--- src/rtl/ex_stage.sv ---
// Execute stage: single-cycle ALU/address ops plus a 32-iteration shift-add MULTU
// that stalls upstream through busy and deposits its product in HI/LO.
module ex_stage (
  input  logic        clk,
  input  logic        rst,
  input  logic        in_valid,
  input  logic [5:0]  opcode,
  input  logic [5:0]  funct,
  input  logic [4:0]  shamt,
  input  logic [15:0] imm,
  input  logic [31:0] rs_value,
  input  logic [31:0] rt_value,
  input  logic [4:0]  dest,
  output logic        busy,
  output logic        out_valid,
  output logic [5:0]  out_opcode,
  output logic [31:0] out_result,
  output logic [31:0] out_rt_value,
  output logic [4:0]  out_dest,
  output logic        out_reg_write
);

  localparam logic [5:0] OP_RTYPE = 6'b000000;
  localparam logic [5:0] OP_ADDI  = 6'b001000;
  localparam logic [5:0] OP_ANDI  = 6'b001100;
  localparam logic [5:0] OP_ORI   = 6'b001101;
  localparam logic [5:0] OP_LW    = 6'b100011;
  localparam logic [5:0] OP_SW    = 6'b101011;

  localparam logic [5:0] FN_SLL   = 6'b000000;
  localparam logic [5:0] FN_SRL   = 6'b000010;
  localparam logic [5:0] FN_MFHI  = 6'b010000;
  localparam logic [5:0] FN_MFLO  = 6'b010010;
  localparam logic [5:0] FN_MULTU = 6'b011001;
  localparam logic [5:0] FN_ADD   = 6'b100000;
  localparam logic [5:0] FN_SUB   = 6'b100010;
  localparam logic [5:0] FN_AND   = 6'b100100;
  localparam logic [5:0] FN_OR    = 6'b100101;
  localparam logic [5:0] FN_SLT   = 6'b101010;

  localparam logic [5:0] MUL_ITERATIONS = 6'd32;

  typedef enum logic {S_IDLE, S_MUL} state_t;

  state_t      state, state_next;
  logic [5:0]  count, count_next;
  logic [63:0] mcand, mcand_next;
  logic [31:0] mplier, mplier_next;
  logic [63:0] prod, prod_next;
  logic [31:0] hi, lo;

  logic        accept;
  logic        start_mul;
  logic        mul_done;
  logic [31:0] alu_result;
  logic        alu_reg_write;
  logic [31:0] imm_sext;
  logic [31:0] imm_zext;

  assign busy     = (state == S_MUL);
  assign accept   = in_valid && !busy;
  assign imm_sext = {{16{imm[15]}}, imm};
  assign imm_zext = {16'b0, imm};

  // Instruction decode and single-cycle datapath.
  // NOTE: every signal written in an always_comb gets a default first, so no
  // path through the case statements can leave it unassigned and infer a latch.
  always_comb begin
    alu_result    = '0;
    alu_reg_write = 1'b0;
    start_mul     = 1'b0;
    case (opcode)
      OP_RTYPE: begin
        case (funct)
          FN_ADD:   begin alu_result = rs_value + rt_value;           alu_reg_write = 1'b1; end
          FN_SUB:   begin alu_result = rs_value - rt_value;           alu_reg_write = 1'b1; end
          FN_AND:   begin alu_result = rs_value & rt_value;           alu_reg_write = 1'b1; end
          FN_OR:    begin alu_result = rs_value | rt_value;           alu_reg_write = 1'b1; end
          FN_SLT:   begin
            alu_result    = {31'b0, ($signed(rs_value) < $signed(rt_value))};
            alu_reg_write = 1'b1;
          end
          FN_SLL:   begin alu_result = rt_value << shamt;             alu_reg_write = 1'b1; end
          FN_SRL:   begin alu_result = rt_value >> shamt;             alu_reg_write = 1'b1; end
          FN_MFHI:  begin alu_result = hi;                            alu_reg_write = 1'b1; end
          FN_MFLO:  begin alu_result = lo;                            alu_reg_write = 1'b1; end
          FN_MULTU: start_mul = 1'b1;
          default:  ;
        endcase
      end
      OP_ADDI: begin alu_result = rs_value + imm_sext; alu_reg_write = 1'b1; end
      OP_ANDI: begin alu_result = rs_value & imm_zext; alu_reg_write = 1'b1; end
      OP_ORI:  begin alu_result = rs_value | imm_zext; alu_reg_write = 1'b1; end
      OP_LW,
      OP_SW:   alu_result = rs_value + imm_sext;
      default: ;
    endcase
  end

  // Multiplier control: one shift-add step per edge while in S_MUL.
  always_comb begin
    state_next  = state;
    count_next  = count;
    mcand_next  = mcand;
    mplier_next = mplier;
    prod_next   = prod;
    mul_done    = 1'b0;
    case (state)
      S_IDLE: begin
        if (accept && start_mul) begin
          state_next  = S_MUL;
          count_next  = MUL_ITERATIONS;
          mcand_next  = {32'b0, rs_value};
          mplier_next = rt_value;
          prod_next   = '0;
        end
      end
      S_MUL: begin
        prod_next   = prod + (mplier[0] ? mcand : 64'd0);
        mcand_next  = mcand << 1;
        mplier_next = mplier >> 1;
        count_next  = count - 6'd1;
        if (count == 6'd1) begin
          mul_done   = 1'b1;
          state_next = S_IDLE;
        end
      end
      default: state_next = S_IDLE;
    endcase
  end

  // NOTE: all state is updated with non-blocking assignments so every register
  // samples the pre-edge values, independent of statement order in this block.
  always_ff @(posedge clk) begin
    if (rst) begin
      state         <= S_IDLE;
      count         <= '0;
      mcand         <= '0;
      mplier        <= '0;
      prod          <= '0;
      hi            <= '0;
      lo            <= '0;
      out_valid     <= 1'b0;
      out_opcode    <= '0;
      out_result    <= '0;
      out_rt_value  <= '0;
      out_dest      <= '0;
      out_reg_write <= 1'b0;
    end else begin
      state         <= state_next;
      count         <= count_next;
      mcand         <= mcand_next;
      mplier        <= mplier_next;
      prod          <= prod_next;
      out_valid     <= 1'b0;
      out_reg_write <= 1'b0;
      if (mul_done) begin
        hi            <= prod_next[63:32];
        lo            <= prod_next[31:0];
        out_valid     <= 1'b1;
        out_opcode    <= OP_RTYPE;
        out_result    <= prod_next[31:0];
        out_dest      <= '0;
      end else if (accept && !start_mul) begin
        out_valid     <= 1'b1;
        out_opcode    <= opcode;
        out_result    <= alu_result;
        out_rt_value  <= rt_value;
        out_dest      <= dest;
        out_reg_write <= alu_reg_write;
      end
    end
  end

endmodule

--- config.mk ---
export PLATFORM = sky130hd
export DESIGN_NAME = ex_stage
export DESIGN_NICKNAME = d
export VERILOG_FILES = /design/src/rtl/ex_stage.sv
export SDC_FILE = /design/constraint.sdc
export NUM_CORES = 1
export LEC_CHECK = 0
export ABC_AREA = 1
export CAP_MARGIN = 20
export CELL_PAD_IN_SITES_DETAIL_PLACEMENT = 1
export CELL_PAD_IN_SITES_GLOBAL_PLACEMENT = 1
export CORE_MARGIN = 2
export CORE_UTILIZATION = 38
export DETAILED_ROUTE_END_ITERATION = 6
export PLACE_DENSITY = 0.77
export SLEW_MARGIN = 20
export SYNTH_ARGS = -nofsm -noshare
export SYNTH_HDL_FRONTEND = slang
export SYNTH_SLANG_ARGS = --single-unit
export TNS_END_PERCENT = 50
--- constraint.sdc ---
create_clock -name clk -period 2.8 [get_ports clk]
set_input_delay 0.56 -clock clk [delete_from_list [all_inputs] [get_ports clk]]
set_output_delay 0.56 -clock clk [all_outputs]
set_load 0.05 [all_outputs]
==> results of run 1 <==
## cells by family after synthesis
logic type | count (synthesis)
xor+xnor | 12
flops | 308
compound gates | 968
simple gates | 2690
fa+ha+maj | 212
buf+inv | 833
mux | 3
## synth_stat cells, drive strengths merged (3+ instances only)
cell type | number | area, um2
mux2i | 3 | 30.0
o21a | 21 | 158
a32o | 7 | 70.1
nand3b | 27 | 215
nand4 | 51 | 325
o211ai | 30 | 225
a21oi | 390 | 1960
nand3 | 398 | 1990
nor2 | 459 | 1780
nand2 | 1661 | 6250
nor3 | 50 | 250
fa | 4 | 80.1
buf | 102 | 507
o221ai | 3 | 26.3
ha | 208 | 2600
o22ai | 29 | 181
clkbuf | 100 | 379
dfxtp | 308 | 6170
a221oi | 4 | 35.0
nor4 | 9 | 56.3
o21ai | 332 | 1660
a21o | 8 | 60.1
and2 | 7 | 43.8
a21boi | 9 | 67.6
a31oi | 72 | 450
o2111ai | 11 | 96.3
o21bai | 33 | 248
or2 | 18 | 113
inv | 629 | 2360
xnor2 | 3 | 26.3
xor2 | 9 | 78.8
a22oi | 12 | 90.1
and3 | 7 | 43.8
## through the flow
| stage | worst slack, ps | cells | TNS [ps] | area (um2) |
|---|---|---|---|---|
| 2_1_floorplan | 17.4 | 5026 | 0 | 28700 |
| 3_3_place_gp | -931 | 7051 | -61130 | 39400 |
| 3_5_place_dp | -928 | 7051 | -86890 | 39400 |
| 4_1_cts | -71.9 | 7158 | -606 | 42600 |
## timing repair
action                                  CTS
setup buffers                            40
resized for setup                       484
pin swaps                                96
endpoints found under the setup margin  136
gates cloned                              1
## metal layers
metal	global-route usage, %	overflow
met1	76.1	2
met2	91.5	96
met3	60.3	6
met4	69.7	80
met5	39.3	0
==> results.py, run 1 <==
metrics = {
    "run_status": {
        "status": "aborted with a tool error",
        "lastStage": "5_1_grt",
        "toolErrorMsg": "[ERROR GRT-0232] Routing congestion too high. Check the congestion heatmap in the GUI.",
    },
    "synth": {
        "synth_cells": 5026,
        "synth_edf_count": 0,
        "ys_ff_latch": 308,
        "ys_types": 56,
        "synthAdderAreaFrac_pct": 9.34,
        "yosys.area_share.simple_pct": 38.6,
        "synthesis.nets": 5343,
        "yosysSeqAreaShare_pct": 21.5,
        "synthFlopType": "dfxtp_1",
        "synthXorXnorAreaFrac_pct": 0.366,
        "syn_avg_cell_area_um2": 5.71,
        "syn_area_um2": 28700,
        "synth_compound_area_share_pct": 18.8,
        "synthArstFlopShare_pct": 0,
        "synth_top_family_by_area": "simple AND/OR/NAND/NOR gates",
        "synth.mux.area_fraction_pct": 0.105,
        "synth_warnings": 0,
    },
    "floorplanning": {
        "fp-row-count": 100,
        "start_util_pct": 38.5,
        "io_pins": 183,
        "die_h_um": 279,
        "die_w_um": 279,
    },
    "placement": {
        "gp_congestion": 1.12,
        "portBuffers": 182,
        "dp_hpwl_um": 154000,
    },
    "sta": {
        "endpoint_type": "sequential cell input",
        "crit_endpoint": "hi[25]$_SDFFE_PP0P_/D",
    },
    "clock_tree": {
        "root_buffer": "clkbuf_16",
        "clock_sinks": 308,
        "cts-buffers-inserted": 38,
        "htreeDepth": 2,
        "cts_buffer_depth": 3,
        "postCtsHoldBufs": 0,
    },
    "global_route": {
        "grt_remaining_overflow": 184,
        "grt_max_degree": 144,
        "grt_usage_pct": 75.1,
    },
}
==> run 2: changes to the inputs <==
- CELL_PAD_IN_SITES_DETAIL_PLACEMENT: 1 -> default
- CELL_PAD_IN_SITES_GLOBAL_PLACEMENT: 1 -> default
- CORE_UTILIZATION: 38 -> 24
- PLACE_DENSITY: 0.77 -> default
- PLACE_DENSITY_LB_ADDON: default -> 0.15
- clock period: 2.8 -> 3.64 ns (I/O delays scaled with it)
==> run 2 against run 1 <==
The flow now finishes without violations. Synthesized cell count unchanged. Area after synthesis unchanged.
==> results.py, run 2 <==
metrics = {
    "synth": {
        "synthAdderAreaFrac_pct": 9.34,
        "synth_top_area_share_pct": 21.7,
        "synth_area_leaders": "nand2_1 (22%), dfxtp_1 (21%), ha_1 (9.1%)",
        "synthFlopType": "dfxtp_1",
        "synthXorXnorAreaFrac_pct": 0.366,
        "synth_common_cells": "nand2_1 (1657), inv_1 (617), nor2_1 (448), nand3_1 (398), a21oi_1 (389)",
        "synth_warnings": 0,
        "synth.mux.area_fraction_pct": 0.105,
        "yosysSeqAreaShare_pct": 21.5,
        "yosys.area_share.simple_pct": 38.6,
        "synth_cells": 5026,
        "synth_top_family_by_area": "simple AND/OR/NAND/NOR gates",
        "synthesis.nets": 5343,
        "synth_compound_area_share_pct": 18.8,
        "synthArstFlopShare_pct": 0,
        "synth_top_cell_by_area": "nand2_1",
        "yosysMostFrequentCell": "nand2_1",
        "ys_ff_latch": 308,
        "syn_area_um2": 28700,
        "synth_edf_count": 0,
        "syn_avg_cell_area_um2": 5.71,
        "ys_types": 56,
    },
    "clock_tree": {
        "htreeDepth": 2,
        "path_clk_slew_ps": 60,
        "cts-buffers-inserted": 42,
        "cts_tree": "done",
        "root_buffer": "clkbuf_16",
        "clock_sinks": 308,
        "clock_latency_ps": 630,
        "cts_buffer_depth": 3,
        "postCtsHoldBufs": 0,
    },
    "floorplanning": {
        "io_pins": 183,
        "fp-row-count": 126,
        "start_util_pct": 24.3,
        "die_w_um": 350,
        "fp.coreArea_um2": 118000,
        "die_h_um": 350,
        "dieArea_um2": 122000,
    },
    "finish": {
        "final_nets": 5975,
        "n_fill_cell": 13490,
        "design_area_um2": 38200,
        "layout_commonest_cell": "nand2_1",
        "utilization_pct": 32.3,
        "reg_top3": "mcand x64, prod x64",
        "mostFrequentLayoutCells": "nand2_1 (1655), inv_1 (613), buf_4 (569)",
        "syn_to_final_growth_pct": 33.1,
        "layout-drive-gt1-share_pct": 13.1,
    },
    "placement": {
        "portBuffers": 182,
        "place_ws_ps": -336,
        "gp_congestion": 1.03,
        "postPlaceCellArea_um2": 36700,
        "dp_hpwl_um": 160000,
    },
    "sta": {
        "grt_setup_unrepaired": "false",
        "report.final.slew_viol_count": 0,
        "fin_ws_ps": 21.6,
        "slew_headroom_pct": 40.5,
        "fin_crit_sh_pct": 99.4,
        "tightest_slew_ps": 893,
        "finalHoldViolCount": 0,
        "fin_worst_skew_ps": 27.5,
        "period_minus_slack_ps": 3620,
        "final-setup-viol-count": 0,
        "max_freq_ghz": 0.276,
    },
    "worst_setup_path": {
        "endpoint_kind": "register",
        "worstPathRequired_ps": 4160,
        "cp_max_fo": 7,
        "cp_slowest_cell": "clkdlybuf4s50_1",
        "crit_family": "compound AO/OA/AOI/OAI gates",
        "crit_chain": "clkdlybuf4s50_1, inv_1, ha_1, a21oi_1, o21ai_0, a21oi_1, inv_1, nand3_1, nand3_1, nand3_1, nand3_1, nand2_1, nand2_1, nand2_1, nand2_1",
        "critPathArrivalTime_ps": 4140,
        "path_class": "input port to register",
        "critPathMaxStageDelay_ps": 590,
        "path_buf_inv": 3,
        "start_kind": "input port",
    },
    "power_and_ir_drop": {
        "p_leak_uw": 0.0181,
        "p_seq_share_pct": 31.0,
        "p_int_uw": 7290,
        "p_sw_uw": 3760,
        "switching_share_pct": 34.0,
        "clkPwrFrac_pct": 41.7,
        "combPwrFrac_pct": 27.3,
        "power.density_nw_per_um2": 289,
        "vdd_drop_max_v": 0.000270,
    },
    "detailed_routing": {
        "drc": 0,
        "ant_nets": 0,
        "routed_via_density": 4.96,
        "drt_iter0_markers": 3725,
        "drt_first_pass_iters": 7,
        "routedWlPerCell_um": 25.8,
        "wl_um": 188000,
        "num_vias": 36193,
    },
    "global_route": {
        "antenna_found_initial": 9,
        "grt_usage_pct": 30.0,
        "grt_pass1_vias": 34419,
        "grt_remaining_overflow": 0,
        "grt_max_degree": 117,
        "grt_first_pass_wirelength_um": 260000,
    },
    "worst_hold_path": {
        "hold_class": "register to register",
    },
    "job": {
        "max_cap_violations": 0,
    },
    "run_status": {
        "status": "completed",
    },
}
[run 2: stage by stage]
step / hold slack [ps] / setup TNS, ps / power (uW) / instances
after floorplan: 426 / 0 / 4810 / 5026
after global placement: 435 / -6880 / 6480 / 7214
after detailed placement: 441 / -5670 / 6450 / 7214
after CTS: 449 / 0 / 11100 / 7290
after global routing: 467 / 0 / 11400 / 7290
final: 458 / 0 / 11000 / 7293
[run 2: worst paths after layout]
path | cells past startpoint | to | slack [ps] | from
hold reg to reg | 2 | hi[31] | 460 | hi[31]
setup / recovery | 15 | out_result[16] | 20 | rs_value[5]
setup reg to reg | 22 | out_result[30] | 240 | mplier[0]
hold / removal | 2 | hi[31] | 460 | hi[31]
[run 2: timing repair]
action,in CTS,in global routing
setup endpoints to repair,0,5
buffers inserted,0,0
endpoints found under the hold margin,0,0
gates resized for setup,0,6
[run 2: cells by family (layout without fill, tap and decap cells)]
family,Yosys count,after routing
AOI/OAI and AO/OA,968,968
xor gates and xnor gates,12,12
adders and majority gates,212,212
buffers and inverters,833,1497
DFF,308,308
muxes,3,3
other,0,3
and+or+nand+nor,2690,2690
[run 2: cell type report]
cell class,count,area (um2),area share (%)
repair buffers,790,6860,17.9
flip-flops and latches,308,6170,16.1
multi-input cells,3885,19300,50.6
diodes,3,7.51,0.0196
inverters,631,2370,6.20
well taps,1600,2000,5.24
clock inverters,18,269,0.704
clock buffers,58,1220,3.20
[run 2: metal layers]
layer  global-route usage, %  share of wire [%]  up-vias
met5                       0             0.0069        -
li1                        -                  -    17584
met3                    3.52                5.7      239
met2                    49.2                 45     1238
met1                    39.7                 44    17130
met4                    12.0                4.7        2
[run 2: power by group through the flow]
stage | registers, uW | logic [uW] | clock network (uW)
6_report | 3430 | 3020 | 4600
5_1_grt | 3430 | 3190 | 4830
4_1_cts | 3430 | 2960 | 4700
3_5_place_dp | 3500 | 2950 | 0
3_3_place_gp | 3500 | 2980 | 0
2_1_floorplan | 3620 | 1200 | 0
[run 2: worst reg2reg max path: cells and delay by family (launching register included)]
| family | cells | cell delay, ps |
|---|---|---|
| buffers and inverters | 4 | 460 |
| flip-flops | 1 | 400 |
| AO/OA/AOI/OAI | 2 | 180 |
| AND/OR/NAND/NOR | 14 | 1630 |
| adder cells (fa/ha/maj) | 2 | 640 |
No activity file was read; power rests on OpenSTA's default activity.
